===== src/rtl/mul_share_pkg.sv =====
// rtl/mul_share_pkg.sv - shared types, defaults and helpers for the shared multiplier arbiter
package mul_share_pkg;

    localparam int DEF_W     = 8;
    localparam int DEF_N_REQ = 4;

    typedef enum logic [1:0] {
        IDLE = 2'd0,
        MUL  = 2'd1,
        DONE = 2'd2
    } state_t;

    // Smallest r with 2^r >= v; used to size IDs and iteration counters.
    function automatic int clog2(input int v);
        int r;
        r = 0;
        while ((1 << r) < v) begin
            r = r + 1;
        end
        return r;
    endfunction

endpackage


===== src/rtl/mul_seq_core.sv =====
// rtl/mul_seq_core.sv - sequential shift-add multiplier, signed x by unsigned y
module mul_seq_core
    import mul_share_pkg::*;
#(
    parameter int W = DEF_W
) (
    input  logic           clk,
    input  logic           rst,
    input  logic           start,
    input  logic [W-1:0]   x,
    input  logic [W-1:0]   y,
    output logic           done,
    output logic [2*W-1:0] p
);

    localparam int CW = (W > 1) ? clog2(W) : 1;

    logic [2*W-1:0] acc;
    logic [2*W-1:0] t;
    logic [W-1:0]   y_reg;
    logic [CW-1:0]  count;
    logic           run;

    // done marks the edge that performs the final iteration
    assign done = run && (count == CW'(W - 1));
    assign p    = acc;

    // Load on start, then one add/shift per edge; x is sign-extended so the product wraps mod 2^(2W)
    always_ff @(posedge clk) begin
        if (rst) begin
            acc   <= '0;
            t     <= '0;
            y_reg <= '0;
            count <= '0;
            run   <= 1'b0;
        end else if (start) begin
            acc   <= '0;
            t     <= {{W{x[W-1]}}, x};
            y_reg <= y;
            count <= '0;
            run   <= 1'b1;
        end else if (run) begin
            if (y_reg[0]) begin
                acc <= acc + t;
            end
            y_reg <= y_reg >> 1;
            t     <= t << 1;
            count <= count + 1'b1;
            if (done) begin
                run <= 1'b0;
            end
        end
    end

endmodule


===== src/rtl/mul_share_arb.sv =====
// rtl/mul_share_arb.sv - round-robin arbiter time-sharing one shift-add multiplier
module mul_share_arb
    import mul_share_pkg::*;
#(
    parameter int N_REQ = DEF_N_REQ,
    parameter int W     = DEF_W,
    parameter int ID_W  = clog2(N_REQ)
) (
    input  logic               clk,
    input  logic               rst,
    input  logic [N_REQ-1:0]   req,
    input  logic [N_REQ*W-1:0] x_in,
    input  logic [N_REQ*W-1:0] y_in,
    output logic [N_REQ-1:0]   grant,
    output logic               busy,
    output logic [2*W-1:0]     p_out,
    output logic               p_valid,
    output logic [ID_W-1:0]    p_id
);

    state_t          state;
    state_t          state_next;
    logic [ID_W-1:0] last;
    logic [ID_W-1:0] winner;
    logic [ID_W-1:0] pick_idx;
    logic            pick_found;
    logic            start;
    logic            core_done;
    logic [2*W-1:0]  core_p;
    logic [W-1:0]    x_sel;
    logic [W-1:0]    y_sel;

    // First set request searching upward from last+1 with wrap; returns {found, index}.
    // Scanning from the far end lets the nearest hit overwrite earlier ones.
    function automatic logic [ID_W:0] rr_pick(input logic [N_REQ-1:0] r,
                                              input logic [ID_W-1:0]  l);
        logic [ID_W:0]    res;
        logic [N_REQ-1:0] shifted;
        int               idx;
        res = '0;
        for (int k = N_REQ; k >= 1; k--) begin
            idx     = (int'(l) + k) % N_REQ;
            shifted = r >> idx;
            if (shifted[0]) begin
                res = {1'b1, ID_W'(idx)};
            end
        end
        return res;
    endfunction

    // Winner selection and operand mux feeding the core
    always_comb begin
        {pick_found, pick_idx} = rr_pick(req, last);
        x_sel = W'(x_in >> (int'(pick_idx) * W));
        y_sel = W'(y_in >> (int'(pick_idx) * W));
    end

    // State register
    always_ff @(posedge clk) begin
        if (rst) begin
            state <= IDLE;
        end else begin
            state <= state_next;
        end
    end

    // Next-state logic and core start strobe
    always_comb begin
        state_next = state;
        start      = 1'b0;
        case (state)
            IDLE: begin
                if (pick_found) begin
                    start      = 1'b1;
                    state_next = MUL;
                end
            end
            MUL: begin
                if (core_done) begin
                    state_next = DONE;
                end
            end
            DONE: begin
                state_next = IDLE;
            end
            default: begin
                state_next = IDLE;
            end
        endcase
    end

    // Registered outputs, winner tracking and round-robin pointer
    always_ff @(posedge clk) begin
        if (rst) begin
            grant   <= '0;
            busy    <= 1'b0;
            p_valid <= 1'b0;
            p_out   <= '0;
            p_id    <= '0;
            winner  <= '0;
            last    <= ID_W'(N_REQ - 1);
        end else begin
            grant   <= '0;
            p_valid <= 1'b0;
            case (state)
                IDLE: begin
                    if (pick_found) begin
                        grant  <= N_REQ'(1) << pick_idx;
                        busy   <= 1'b1;
                        winner <= pick_idx;
                    end else begin
                        busy <= 1'b0;
                    end
                end
                DONE: begin
                    p_out   <= core_p;
                    p_id    <= winner;
                    p_valid <= 1'b1;
                    last    <= winner;
                end
                default: begin
                end
            endcase
        end
    end

    mul_seq_core #(
        .W (W)
    ) u_core (
        .clk   (clk),
        .rst   (rst),
        .start (start),
        .x     (x_sel),
        .y     (y_sel),
        .done  (core_done),
        .p     (core_p)
    );

endmodule


===== config.mk =====
export PLATFORM = sky130hd
export DESIGN_NAME = mul_share_arb
export DESIGN_NICKNAME = d
export VERILOG_FILES = /design/src/rtl/mul_share_pkg.sv /design/src/rtl/mul_seq_core.sv /design/src/rtl/mul_share_arb.sv
export SDC_FILE = /design/constraint.sdc
export NUM_CORES = 1
export LEC_CHECK = 0
export CAP_MARGIN = 10
export CELL_PAD_IN_SITES_DETAIL_PLACEMENT = 0
export CELL_PAD_IN_SITES_GLOBAL_PLACEMENT = 1
export CORE_MARGIN = 10
export CORE_UTILIZATION = 42
export CTS_BUF_LIST = sky130_fd_sc_hd__clkbuf_8
export DETAILED_ROUTE_END_ITERATION = 16
export PLACE_DENSITY = 0.91
export SLEW_MARGIN = 25
export SYNTH_ARGS = -nofsm -noshare
export SYNTH_HDL_FRONTEND = slang
export SYNTH_SLANG_ARGS = --single-unit

===== constraint.sdc =====
create_clock -name clk -period 5.7 [get_ports clk]
set_input_delay 0.57 -clock clk [delete_from_list [all_inputs] [get_ports clk]]
set_output_delay 0.57 -clock clk [all_outputs]
set_load 0.01 [all_outputs]

-- Word-level counts from Yosys, hierarchy flattened
Index checks and enable logic that the tools add are counted.
- bits in registers: 74
- input port bits: 70
- output and inout bits: 24
- add/subtract/negate cells: 6
- equal/unequal tests: 5
- shift operators: 7
- muxes and demuxes: 17
- bitwise logic cells: 6
- reduce and logical (&&, ||, !) cells: 12
- operator list (cell ; count):
    $shr 4x32->1 ; 4
    $shr 32x5->8 ; 2
    $mux 16 ; 2
    $add 16x16->16 ; 1
    $mux 8 ; 2
    $mux 3 ; 4
    $reduce_or 2->1 ; 5
    $mux 1 ; 6
    $reduce_and 2->1 ; 3
    $add 2x1->2 const B ; 2
    $add 2x2->2 const B ; 2
    $and 1x1->1 const A ; 4
    $mux 2 ; 2
    $ne 2x2->1 const B ; 2
    $pmux 2 s2 ; 1
    $shl 1x2->4 const A ; 1
    $add 3x1->3 const B ; 1
    $eq 3x3->1 const B ; 1
    $reduce_or 3->1 ; 1
    $eq 2x1->1 const B ; 1
    $eq 2x2->1 const B ; 1
    $logic_not 2->1 ; 1
    $not 1->1 ; 2
    $reduce_bool 2->1 ; 1
    $logic_and 1x1->1 ; 1

-- Logic depth before layout (Yosys ltp)
- depth in word-level cells: 11
- gate-level depth with buffers: 8

-- Modules after synthesis
From an unflattened synthesis, not the netlist that was laid out.
- cell total of the unflattened synthesis: 470
- area, all modules: 4115.2 µm²
- modules (own cells, without submodules) (module ; times used ; cells each ; area each (µm²)):
    mul_seq_core ; 1 ; 286 ; 2473.6
    mul_share_arb ; 1 ; 184 ; 1641.6

-- Worst setup path before layout
Ideal clock, no wire load.
- path kind: register to register
- start: register u_core.acc[0] (netlist: u_core.p[0])
- end: register u_core.acc[14] (netlist: u_core.p[14])
- library setup time: 0.092 ns
- arrival: 2.084 ns
- data required time: 5.608 ns
- slack: 3.524 ns
- cell stages (with the launch flop): 9
- period minus slack after synthesis: 2.176 ns
- cell sequence: dfxtp_1 > ha_1 > fa_1 > a21o_1 > a221oi_2 > o31a_2 > o21ai_1 > and4_1 > nor4_1
- longest elaborated chain between the ends: 1
- RTL lines (item ; line ; RTL):
    from (decl) ; mul_seq_core.sv:18 ; logic [2*W-1:0] acc;
    from (signal assigned) ; mul_seq_core.sv:44 ; acc <= acc + t;
    $add 16x16->16 ; mul_seq_core.sv:44 ;
Every way passes these cells.
A chain may end at the register's enable or synchronous reset.

-- Worst setup path in the final report
- start: input port req[0]
- end: register u_core.acc[7] (netlist: u_core.p[7])
- longest elaborated chain between the ends: 8
- elaborated cells on any way between the ends: 11
- RTL lines (item ; line ; RTL):
    from (decl) ; mul_share_arb.sv:11 ; input logic [N_REQ-1:0] req,
    $shr 4x32->1 ; mul_share_arb.sv:43 ; shifted = r >> idx;
    $mux 3 (3 in series) ; mul_share_arb.sv:44 ; if (shifted[0]) begin
    $mux 3 (*) ; mul_share_arb.sv:44 ;
    $mux 1 (*) ; mul_share_arb.sv:73 ; if (pick_found) begin
    $mux 1 (*) ; mul_share_arb.sv:71 ; case (state)
    $reduce_or 2->1 (no line) (*) ; n/a ;
Every way passes the cells marked *; elsewhere a longest branch is shown, timed or not.

==> flow_summary_export.csv <==
group,metric,value,unit
outcome,run_status,"completed",
setup_path,cp-end-kind,"register",
timing,clock.fmax,0.3296,GHz
global_route,grt_antenna_before_repair,0,
setup_path,critical_path_class,"in2reg",
timing,fin_crit_sh,53.23,%
min_path,hp-class,"reg2reg",
timing,setup_tns,0,ns
floorplanning,initial_utilization,42.62,%
layout,drive_above_1_share,10.33,%
floorplanning,die-height,119.1,um
synthesis,synth-simple-area-share,16.76,%
timing,hold_viol_final,0,
layout,fin_nets,625,
synthesis,synth.mux.area_fraction,12.52,%
setup_path,start_kind,"primary input",
synthesis,syn_nets,548,
clock_tree,cts.clk_slew.worst_paths,0.08,ns
power_and_ir_drop,p_leak,1.939,nW
synthesis,yosys_warnings,0,
synthesis,yosysTopAreaCell,"dfxtp_1",
setup_path,cp.required,6.00,ns
setup_path,slowest_stage,"or4_1",
timing,setup_violations,0,
synthesis,synth.avg_cell_area,8.973,um^2
floorplanning,io_pins,94,
timing,timing_worst_slew_pin_value,0.9094,ns
layout,diodes,0,
power_and_ir_drop,powerDensity,227.5,nW/um^2
setup_path,path_cells,"clkdlybuf4s50_1 > or4_1 > nand2_1 > nand2b_1 > nor4_1 > a311o_1",
synthesis,syn_inst,460,
flow_run,drv_cap,0,
drt,final_antenna_net_count,0,
floorplanning,dieArea,14190,um^2
drt,via_count,3497,
synthesis,ys_top_cells_by_count,"dfxtp_1, nand2_1, a21oi_1",
synthesis,synth-adder-area-share,5.638,%
synthesis,yosys-top-cells-area,"dfxtp_1, mux2i_1, nand2_1, a21oi_1, a211oi_1",
synthesis,ys_types,54,
floorplanning,core,9684,um^2
timing,fin_skew,0.01402,ns
global_route,gr-usage-all-layers,14.90,%
synthesis,synth_top_area_share,35.89,%
synthesis,netlist_area,4128,um^2
clock_tree,clk_latency,0.36,ns
clock_tree,cts_setup_buffers,0,
timing,finalMaxSlewViolations,0,
global_route,grt-ovfl-total,0,
synthesis,yosys_most_used_dff,"dfxtp_1",
global_route,grt_max_degree,57,
synthesis,seq_area_frac_synth,35.89,%
synthesis,synth_edf_count,0,
clock_tree,cts-buffers-inserted,9,
clock_tree,cts.hold.buffers_added,0,
setup_path,cp.arrival,3.34,ns
clock_tree,cts_resized,0,
synthesis,synth-xor-area-share,2.546,%
placed_design,portBuffers,93,
placed_design,place_congestion,0.8727,
setup_path,crit_path_max_fanout,21,
clock_tree,cts_buffer_depth,2,
floorplanning,die_w,119.1,um
drt,wire_per_inst,15.82,um
drt,drtIter0Drc,156,
floorplanning,core.rowCount,36,
power_and_ir_drop,peakVddDrop,0.1274,mV
synthesis,yosysMostFrequentCell,"dfxtp_1",
placed_design,hpwlAfterDp,7954,um
synthesis,synth_compound_area_share,22.31,%
layout,area_delta_synth_final,27.92,%
layout,final_util,54.52,%
global_route,grt_pass1_vias,3430,
drt,drc,0,
timing,relSlewSlack,39.18,%
clock_tree,clock_sinks,74,
layout,postLayoutCellArea,5280,um^2
synthesis,synthArstFlopShare,0,%
drt,totalWireLength,10680,um
clock_tree,cts-root-buf,"clkbuf_8",
synthesis,synth-seq-cells,74,
timing,min_period,3.034,ns
drt,drt-vias-per-instance,5.181,
layout,fill_cells,898,
placed_design,placed_area,5074,um^2
clock_tree,tritoncts,"built",
clock_tree,cts.htree.levels,3,
synthesis,synth_top_family_by_area,"compound AO/OA/AOI/OAI gates",
setup_path,slowest_delay,0.60,ns
drt,first_pass_iters,4,
global_route,grt_first_pass_wirelength,17600,um
timing,rsz0062_at_grt,"false",
report_power, final:
group	total [mW]	internal [mW]	switching (mW)
sequential	0.557	0.539	0.0187
clock	0.433	0.210	0.223
combinational	0.211	0.113	0.0988
total	1.20	0.861	0.340
kinds of logic after synthesis:
logic type	after synthesis
compound gates	133
xor+xnor	12
fa+ha+maj	18
buf+inv	32
flops	74
mux	50
simple gates	141
final timing paths:
check	from	end	slack [ns]	depth (start not counted)
worst max-delay path	req[0]	u_core.p[7]	2.67	6
worst min-delay path	p_out[3]	p_out[3]	0.46	2
worst max register to register	last[0]	u_core.t[10]	3.26	6
worst min register to register	p_out[3]	p_out[3]	0.46	2
final cells by class:
| type | count | area (um^2) | share of cell area (%) |
|---|---|---|---|
| well taps | 133 | 166.4 | 3.152 |
| flip-flops and latches | 74 | 1481 | 28.06 |
| inverters | 2 | 7.507 | 0.1422 |
| repair buffers | 96 | 948.4 | 17.96 |
| clock inverters | 7 | 82.58 | 1.564 |
| multi-input cells | 354 | 2470 | 46.78 |
| clock buffers | 9 | 123.9 | 2.346 |
stage by stage:
step | total power, mW | hold slack [ns] | cells | setup slack, ns
global route | 1.261 | 0.4781 | 675 | 2.435
CTS | 1.212 | 0.4598 | 675 | 2.669
detailed placement | 0.7799 | 0.4475 | 659 | 2.287
global placement | 0.7750 | 0.4418 | 659 | 2.334
floorplan | 0.7044 | 0.4341 | 460 | 3.524
finish | 1.201 | 0.4570 | 675 | 2.666
cell usage in the layout (no fill, tap or decap), types with 2 or more instances in the layout:
| cell | instances |
|---|---|
| dfxtp_1 | 74 |
| o21ai_0 | 12 |
| nand3b_1 | 3 |
| nand2_1 | 73 |
| a21o_1 | 4 |
| clkinvlp_4 | 2 |
| a211o_1 | 3 |
| a211oi_1 | 31 |
| mux2i_1 | 37 |
| nand3_1 | 5 |
| xnor2_1 | 9 |
| nor4_1 | 4 |
| o21a_1 | 2 |
| buf_4 | 3 |
| clkbuf_8 | 9 |
| a21boi_0 | 3 |
| a22o_1 | 2 |
| nor2b_1 | 15 |
| and3_1 | 3 |
| nand2b_1 | 5 |
| or2_2 | 2 |
| xor2_1 | 3 |
| mux2_2 | 13 |
| and2_1 | 2 |
| ha_1 | 17 |
| a21oi_1 | 52 |
| inv_1 | 2 |
| and4_1 | 2 |
| a211oi_2 | 10 |
| clkdlybuf4s50_1 | 92 |
| nor3_1 | 3 |
| a311o_1 | 3 |
| nor2_1 | 16 |
| inv_6 | 3 |
worst max-delay path: cells and delay by family:
family          cells  cell delay (ns)
compound gates      1             0.15
buf+inv             1             0.47
simple gates        4             2.14
layer usage:
metal / part of all wire [%] / global-route usage (%) / up-vias
met5: 0 / 0 / -
met4: 1.5 / 3.893 / 0
met3: 3.8 / 3.826 / 13
met2: 48 / 25.14 / 63
met1: 47 / 18.41 / 1603
li1: - / - / 1818
(Power assumes the default switching activity.)
